[src/rtl/cdc_req_arb_if.sv]
// rtl/cdc_req_arb_if.sv - requester/synchronizer bundle for cdc_req_arb.
// master = arbiter side, slave = requesters plus the shared bus synchronizer.
interface cdc_req_arb_if #(
  parameter int NREQ   = 4,
  parameter int DWIDTH = 32
);
  localparam int IDW = $clog2(NREQ);

  logic [NREQ-1:0]        i_req;
  logic [NREQ*DWIDTH-1:0] i_req_data;
  logic [NREQ-1:0]        o_ack;
  logic [DWIDTH-1:0]      o_sync_data;
  logic                   o_sync_valid;
  logic                   i_sync_ready;
  logic [IDW-1:0]         o_gnt_id;
  logic                   o_busy;
  logic                   o_err;

  modport master (
    input  i_req, i_req_data, i_sync_ready,
    output o_ack, o_sync_data, o_sync_valid, o_gnt_id, o_busy, o_err
  );

  modport slave (
    output i_req, i_req_data, i_sync_ready,
    input  o_ack, o_sync_data, o_sync_valid, o_gnt_id, o_busy, o_err
  );
endinterface

[src/rtl/cdc_req_arb.sv]
// rtl/cdc_req_arb.sv - round-robin arbiter feeding one shared bus synchronizer.
// Optional WAIT-state watchdog built only when CDC_ARB_TIMEOUT_EN is defined.
module cdc_req_arb #(
  parameter int NREQ    = 4,
  parameter int DWIDTH  = 32,
  parameter int TIMEOUT = 64
) (
  input logic           i_clk,
  input logic           rst_n,
  cdc_req_arb_if.master bus
);
  localparam int IDW = $clog2(NREQ);

  typedef enum logic [1:0] {IDLE, ISSUE, WAIT_LOW, WAIT_HIGH} state_t;

  state_t            r_state;
  state_t            w_next;
  logic [IDW-1:0]    r_ptr;
  logic [IDW-1:0]    r_gnt_id;
  logic [DWIDTH-1:0] r_sync_data;
  logic [IDW-1:0]    w_win;
  logic [IDW-1:0]    w_ptr_nxt;
  logic              w_found;
  logic              w_launch;
  logic              w_timeout;
  logic [NREQ-1:0]   w_ack;

  // First set request at or above r_ptr, wrapping modulo NREQ.
  always_comb begin
    int j;
    j       = 0;
    w_found = 1'b0;
    w_win   = '0;
    for (int i = 0; i < NREQ; i++) begin
      j = int'(r_ptr) + i;
      if (j >= NREQ) j = j - NREQ;
      if (!w_found && bus.i_req[j]) begin
        w_found = 1'b1;
        w_win   = IDW'(j);
      end
    end
  end

  assign w_ptr_nxt = (int'(w_win) == NREQ - 1) ? '0 : w_win + 1'b1;
  assign w_launch  = (r_state == IDLE) && bus.i_sync_ready && w_found;

  always_comb begin
    w_next = r_state;
    case (r_state)
      IDLE:      if (w_launch) w_next = ISSUE;
      ISSUE:     w_next = WAIT_LOW;
      WAIT_LOW:  if (w_timeout) w_next = IDLE;
                 else if (!bus.i_sync_ready) w_next = WAIT_HIGH;
      WAIT_HIGH: if (w_timeout || bus.i_sync_ready) w_next = IDLE;
      default:   w_next = IDLE;
    endcase
  end

  always_ff @(posedge i_clk or negedge rst_n) begin
    if (!rst_n) begin
      r_state     <= IDLE;
      r_ptr       <= '0;
      r_gnt_id    <= '0;
      r_sync_data <= '0;
    end else begin
      r_state <= w_next;
      if (w_launch) begin
        r_ptr       <= w_ptr_nxt;
        r_gnt_id    <= w_win;
        r_sync_data <= bus.i_req_data[w_win*DWIDTH +: DWIDTH];
      end
    end
  end

`ifdef CDC_ARB_TIMEOUT_EN
  logic [15:0] r_wdog;
  logic        w_waiting;

  assign w_waiting = (r_state == WAIT_LOW) || (r_state == WAIT_HIGH);
  // r_wdog holds cycles already spent waiting, so the TIMEOUT-th wait cycle fires.
  assign w_timeout = w_waiting && (r_wdog == 16'(TIMEOUT - 1));

  always_ff @(posedge i_clk or negedge rst_n) begin
    if (!rst_n) begin
      r_wdog <= '0;
    end else if (r_state == ISSUE || w_timeout) begin
      r_wdog <= '0;
    end else if (w_waiting) begin
      r_wdog <= r_wdog + 1'b1;
    end
  end

  assign bus.o_err = w_timeout;
`else
  assign w_timeout = 1'b0;
  // TIMEOUT is only legal in 1..65535, so this is constant 0 in every build.
  assign bus.o_err = (TIMEOUT == 0);
`endif

  always_comb begin
    w_ack = '0;
    if (r_state == ISSUE) w_ack[r_gnt_id] = 1'b1;
  end

  assign bus.o_ack        = w_ack;
  assign bus.o_sync_valid = (r_state == ISSUE);
  assign bus.o_sync_data  = r_sync_data;
  assign bus.o_gnt_id     = r_gnt_id;
  assign bus.o_busy       = (r_state != IDLE);
endmodule

[src/flat_wrapper.sv]
// flat-port wrapper written by rule: the top's interface ports become plain ports
module cdc_req_arb_flat 
#(
  parameter int NREQ    = 4,
  parameter int DWIDTH  = 32,
  parameter int TIMEOUT = 64
)
  (i_clk, rst_n, bus_i_req, bus_i_req_data, bus_i_sync_ready, bus_o_ack, bus_o_sync_data, bus_o_sync_valid, bus_o_gnt_id, bus_o_busy, bus_o_err);
  cdc_req_arb_if #(.NREQ(NREQ), .DWIDTH(DWIDTH)) bus_i ();
  input logic i_clk;
  input logic rst_n;
  input wire logic [$bits(bus_i.i_req)-1:0] bus_i_req;
  input wire logic [$bits(bus_i.i_req_data)-1:0] bus_i_req_data;
  input wire logic [$bits(bus_i.i_sync_ready)-1:0] bus_i_sync_ready;
  output wire logic [$bits(bus_i.o_ack)-1:0] bus_o_ack;
  output wire logic [$bits(bus_i.o_sync_data)-1:0] bus_o_sync_data;
  output wire logic [$bits(bus_i.o_sync_valid)-1:0] bus_o_sync_valid;
  output wire logic [$bits(bus_i.o_gnt_id)-1:0] bus_o_gnt_id;
  output wire logic [$bits(bus_i.o_busy)-1:0] bus_o_busy;
  output wire logic [$bits(bus_i.o_err)-1:0] bus_o_err;
  assign bus_i.i_req = bus_i_req;
  assign bus_i.i_req_data = bus_i_req_data;
  assign bus_i.i_sync_ready = bus_i_sync_ready;
  assign bus_o_ack = bus_i.o_ack;
  assign bus_o_sync_data = bus_i.o_sync_data;
  assign bus_o_sync_valid = bus_i.o_sync_valid;
  assign bus_o_gnt_id = bus_i.o_gnt_id;
  assign bus_o_busy = bus_i.o_busy;
  assign bus_o_err = bus_i.o_err;
  cdc_req_arb #(.NREQ(NREQ), .DWIDTH(DWIDTH), .TIMEOUT(TIMEOUT)) u_core (.i_clk(i_clk), .rst_n(rst_n), .bus(bus_i));
endmodule
[config.mk]
export PLATFORM = sky130hd
export DESIGN_NAME = cdc_req_arb_flat
export DESIGN_NICKNAME = d
export VERILOG_FILES = /design/src/rtl/cdc_req_arb_if.sv /design/src/rtl/cdc_req_arb.sv /design/src/flat_wrapper.sv
export SDC_FILE = /design/constraint.sdc
export NUM_CORES = 1
export LEC_CHECK = 0
export CAP_MARGIN = 20
export CORE_ASPECT_RATIO = 0.6
export CORE_MARGIN = 2
export CORE_UTILIZATION = 33
export DETAILED_ROUTE_END_ITERATION = 12
export PLACE_DENSITY = 0.78
export REMOVE_ABC_BUFFERS = 1
export SLEW_MARGIN = 5
export SYNTH_ARGS = -nofsm -noshare
export SYNTH_HDL_FRONTEND = slang
export SYNTH_SLANG_ARGS = --single-unit
[constraint.sdc]
create_clock -name i_clk -period 1.7 [get_ports i_clk]
set_input_delay 0.34 -clock i_clk [delete_from_list [all_inputs] [get_ports i_clk]]
set_output_delay 0.34 -clock i_clk [all_outputs]
set_load 0.005 [all_outputs]
==> out/results.txt <==
The flow ran to the end, but the final reports show violations. The final reports fail on setup timing. The per-cell via count in the routed design was 5.02; the adder and majority gate portion of the synthesized area was 2.33%. Of the total synthesized cell area, the portion taken by XOR and XNOR cells is 0.326%. For the count of boundary I/O pins, the log shows 176. The number of placement rows was 25. The logs give 0.28 ns for the insertion delay to the later sink of the worst-skew pair and 0 for the initial antenna violation count.

The tools report the filler cell count as 588. Sequential elements use 35.4% of the synthesized area. The tools report the worst setup path startpoint as u_core.r_ptr[0]. Buffers inserted to repair hold after CTS numbered 0. Entering global routing, the biggest net connects 31 pins. The number of antenna diodes in the final layout is 0.

The count of different cell masters after synthesis is 35. The tools report the number of instances in the synthesized netlist as 232. Synthesis inferred 38 register bits.

The number of I/O port buffers was 174; the standard cell area after detailed placement was 4580 um^2. The fmax was 555 MHz. STA classifies the critical path endpoint as a flop. The routed layout has 2,725 vias.

The tightest slew margin relative to the limit is 65.4%. The violation count after the first detailed-routing iteration came out at 95. Of all cell types, the one taking the most synthesized area is sky130_fd_sc_hd__dfrtp_1. The path class of the lowest-slack min-delay path is in2async. The logs give 0 for the number of endpoints with negative hold slack in the final report and 575 for the post-layout net count. The first global-routing pass estimated 14,800 um of wire.

The initial standard-cell utilization of the core is 34.1%, and the share of cells above drive strength 1 is 28.5%. The minimum clock period after layout is 1.80 ns, and the worst-case register-to-register setup slack is -0.10 ns. The max-capacitance violation count came out at 0. In this run the number of H-tree levels came out at 2. The number of cell instances on the worst register-to-register path came out at 8. Setup repair after global routing could not meet its margin everywhere. The synthesized netlist occupies a cell area of 2690 um^2.

The worst-case IR drop observed on VDD is 677 uV. Highest cell delay on the worst timing path: 0.39 ns. Once detail routing completed, the nets flagged for antenna violations numbered 0. The portion of synthesized area spent on multiplexers is 24.3%. From bottom edge to top edge, the die measures 73.9 um. By area the synthesized netlist is led by sky130_fd_sc_hd__dfrtp_1 (35%), sky130_fd_sc_hd__mux2i_1 (24%), sky130_fd_sc_hd__o221ai_2 (11%), sky130_fd_sc_hd__nand2_1 (5.4%), sky130_fd_sc_hd__buf_12 (4.5%). Wires add up to 10,100 um. The total overflow left after global routing is 0.

The cell with the largest stage delay on the worst path is sky130_fd_sc_hd__dfrtp_1. After clock tree synthesis, the clock-pin slew on the worst setup and hold paths is 0.06 ns. The Yosys step of the flow raised 0 warnings. Walking the worst path, the cells encountered are and2b_1, a21oi_2, o211ai_4, buf_6, buf_12, buf_16, mux2i_1, o221ai_1. Main combinational cell family by area after synthesis: multiplexers.

The power density over the cells is 1370 nW/um^2. For the final design area excluding fillers, the log shows 5410 um^2. The worst register-to-register path ends at u_core.bus.o_sync_data[25]. The run gives -0.103 ns as the final critical-path setup slack. The start-to-end type of the worst setup path was reg2reg. Of the total synthesized cell area, the portion taken by AND, OR, NAND and NOR gates is 8.75%. The number of detailed-route iterations in the first pass is 4, and the average routed wire per standard cell is 18.7 um. The run gives 8910 um^2 as the overall die area.

The analysis attributes to cell leakage a power of 2.26 nW. The via count of the first global-routing pass came out at 2,906. The logs give -0.545 ns for the worst-case setup slack after placement and 0 for the number of pins with negative max-slew slack in the final report. The post-route setup TNS is -1.43 ns, and the area growth from synthesis to layout is 101%.

The launching element type of the critical path is a flop. For the maximum buffer depth of the clock tree, the log shows 2. The final critical path takes up 106% of the cycle. The required arrival time at the worst endpoint is 1.85 ns.

The tree built by TritonCTS fans out to 38 sinks. The run gives 0.00439 ns as the largest clock skew in the final design. The buffer type at the clock tree root was sky130_fd_sc_hd__clkbuf_16. The maximum fanout along the worst path came out at 9. The tools report the placeable core area as 7880 um^2. The post-route core utilization came out at 68.6%. The HPWL after detailed placement is 6660 um. The post-synthesis average cell area was 11.6 um^2. TritonCTS built the clock tree.

Final weighted congestion in routability-driven placement: 0.843. The compound-cell area share of the yosys netlist was 19.6%. For this run, design rule violations remaining after detail routing come to 0. The tools report the total clock buffers created by CTS as 5. Launch instance of the worst register-to-register path: u_core.r_ptr[0].

The share of Yosys cell area claimed by the top area cell type works out to 35.4%. Across every metal layer, demand over resource in global routing totals 21.6%. The data arrival time at the worst-slack endpoint came out at 1.95 ns.

The measured slew at the worst slew-check pin is 0.519 ns. The number of setup violations in the final report is 31, and the die width is 121 um.
worst max-delay path: cells and delay by family, from the launching register on:
kind                   cells  cell delay [ns]
flip-flops                 1             0.39
AND/OR/NAND/NOR            1             0.24
AO/OA/AOI/OAI              3             0.38
buffers and inverters      3             0.43
multiplexers               1             0.22
repair_timing:
action	in CTS	in global routing
gates cloned	7	3
pin swaps	13	6
resized for setup	64	37
buffers inserted	9	3
endpoints found under the setup margin	44	40
cell families after synthesis:
family                   after synthesis
multiplexers                          65
AND/OR/NAND/NOR                       53
AO/OA/AOI/OAI                         46
flip-flops                            38
buffers and inverters                 23
adder cells (fa/ha/maj)                5
other                                  1
XOR/XNOR                               1
layout make-up:
class                           instances  area (um^2)  area share [%]
Inverter                                4         15.0           0.278
Clock inverter                          2         10.0           0.185
Tap cell                              108          135            2.50
Clock buffer                            5          125            2.31
Sequential cell                        38          952            17.6
Multi-Input combinational cell        171         1810            33.4
Timing Repair Buffer                  215         2360            43.7
how the worst max path moves through the flow:
stage | to | slack [ns] | cells after the start
final | u_core.bus.o_sync_data[25] | -0.10 | 8
after global routing | u_core.bus.o_sync_data[25] | -0.19 | 8
after CTS | bus_o_ack[3] | -0.09 | 4
after detailed placement | u_core.bus.o_sync_data[28] | -0.55 | 7
after global placement | u_core.bus.o_sync_data[9] | -0.42 | 7
after floorplan | u_core.bus.o_sync_data[1] | -2.11 | 5
where the power goes:
group          switching [W]  total, W  internal [W]  leakage (nW)
logic                0.00191   0.00488       0.00297          1.71
clock network       0.000378  0.000908      0.000530        0.0694
registers           0.000294   0.00163       0.00133         0.474
total                0.00258   0.00742       0.00484          2.26
synthesized netlist by cell type (all sizes together):
cell type and n:
a21boi 1, a21o 1, a21oi 2, a221o 1
and2b 1, and3 1, and3b 1, buf 17
clkbuf 2, conb 1, dfrtp 38, ha 5
inv 4, mux2 1, mux2i 64, nand2 39
nor2 3, nor2b 3, nor3 1, nor3b 1
o211ai 1, o21a 1, o21ai 5, o221ai 32
o22ai 1, o311ai 1, or2 2, or2b 1
xnor2 1
stage by stage:
stage                     hold slack (ns)  std cells  total power, W
final                              0.0264        543         0.00742
after global routing               0.0642        543         0.00784
after CTS                          0.0432        539         0.00702
after detailed placement            0.342        516         0.00523
after global placement              0.334        516         0.00512
after floorplan                    0.0444        213         0.00347
per-layer routing:
metal  part of all wire (%)  global-route usage, %
met1                     42                   25.4
met2                     48                   39.5
met3                    9.1                   6.83
met4                   0.92                   4.78
met5                      0                      0
cell usage in the layout, fill, tap and decap left out, drive strengths merged, types with 2 or more instances in the layout:
master,count
a21oi,2
nor2,3
ha,5
clkinv,2
buf,41
o221ai,32
clkbuf,9
inv,4
clkdlybuf4s50,163
dlygate4sd2,5
nand2,39
mux2i,64
o21ai,5
dfrtp,38
or2,2
nor2b,3
clkdlybuf4s15,2
sequential cells by signal (all words and copies together) (netlist names):
register,cells
u_core.bus.o_sync_data,32
u_core.bus.o_gnt_id,2
u_core.r_state,2
u_core.r_ptr,2
No activity file was read; power rests on OpenSTA's default activity.
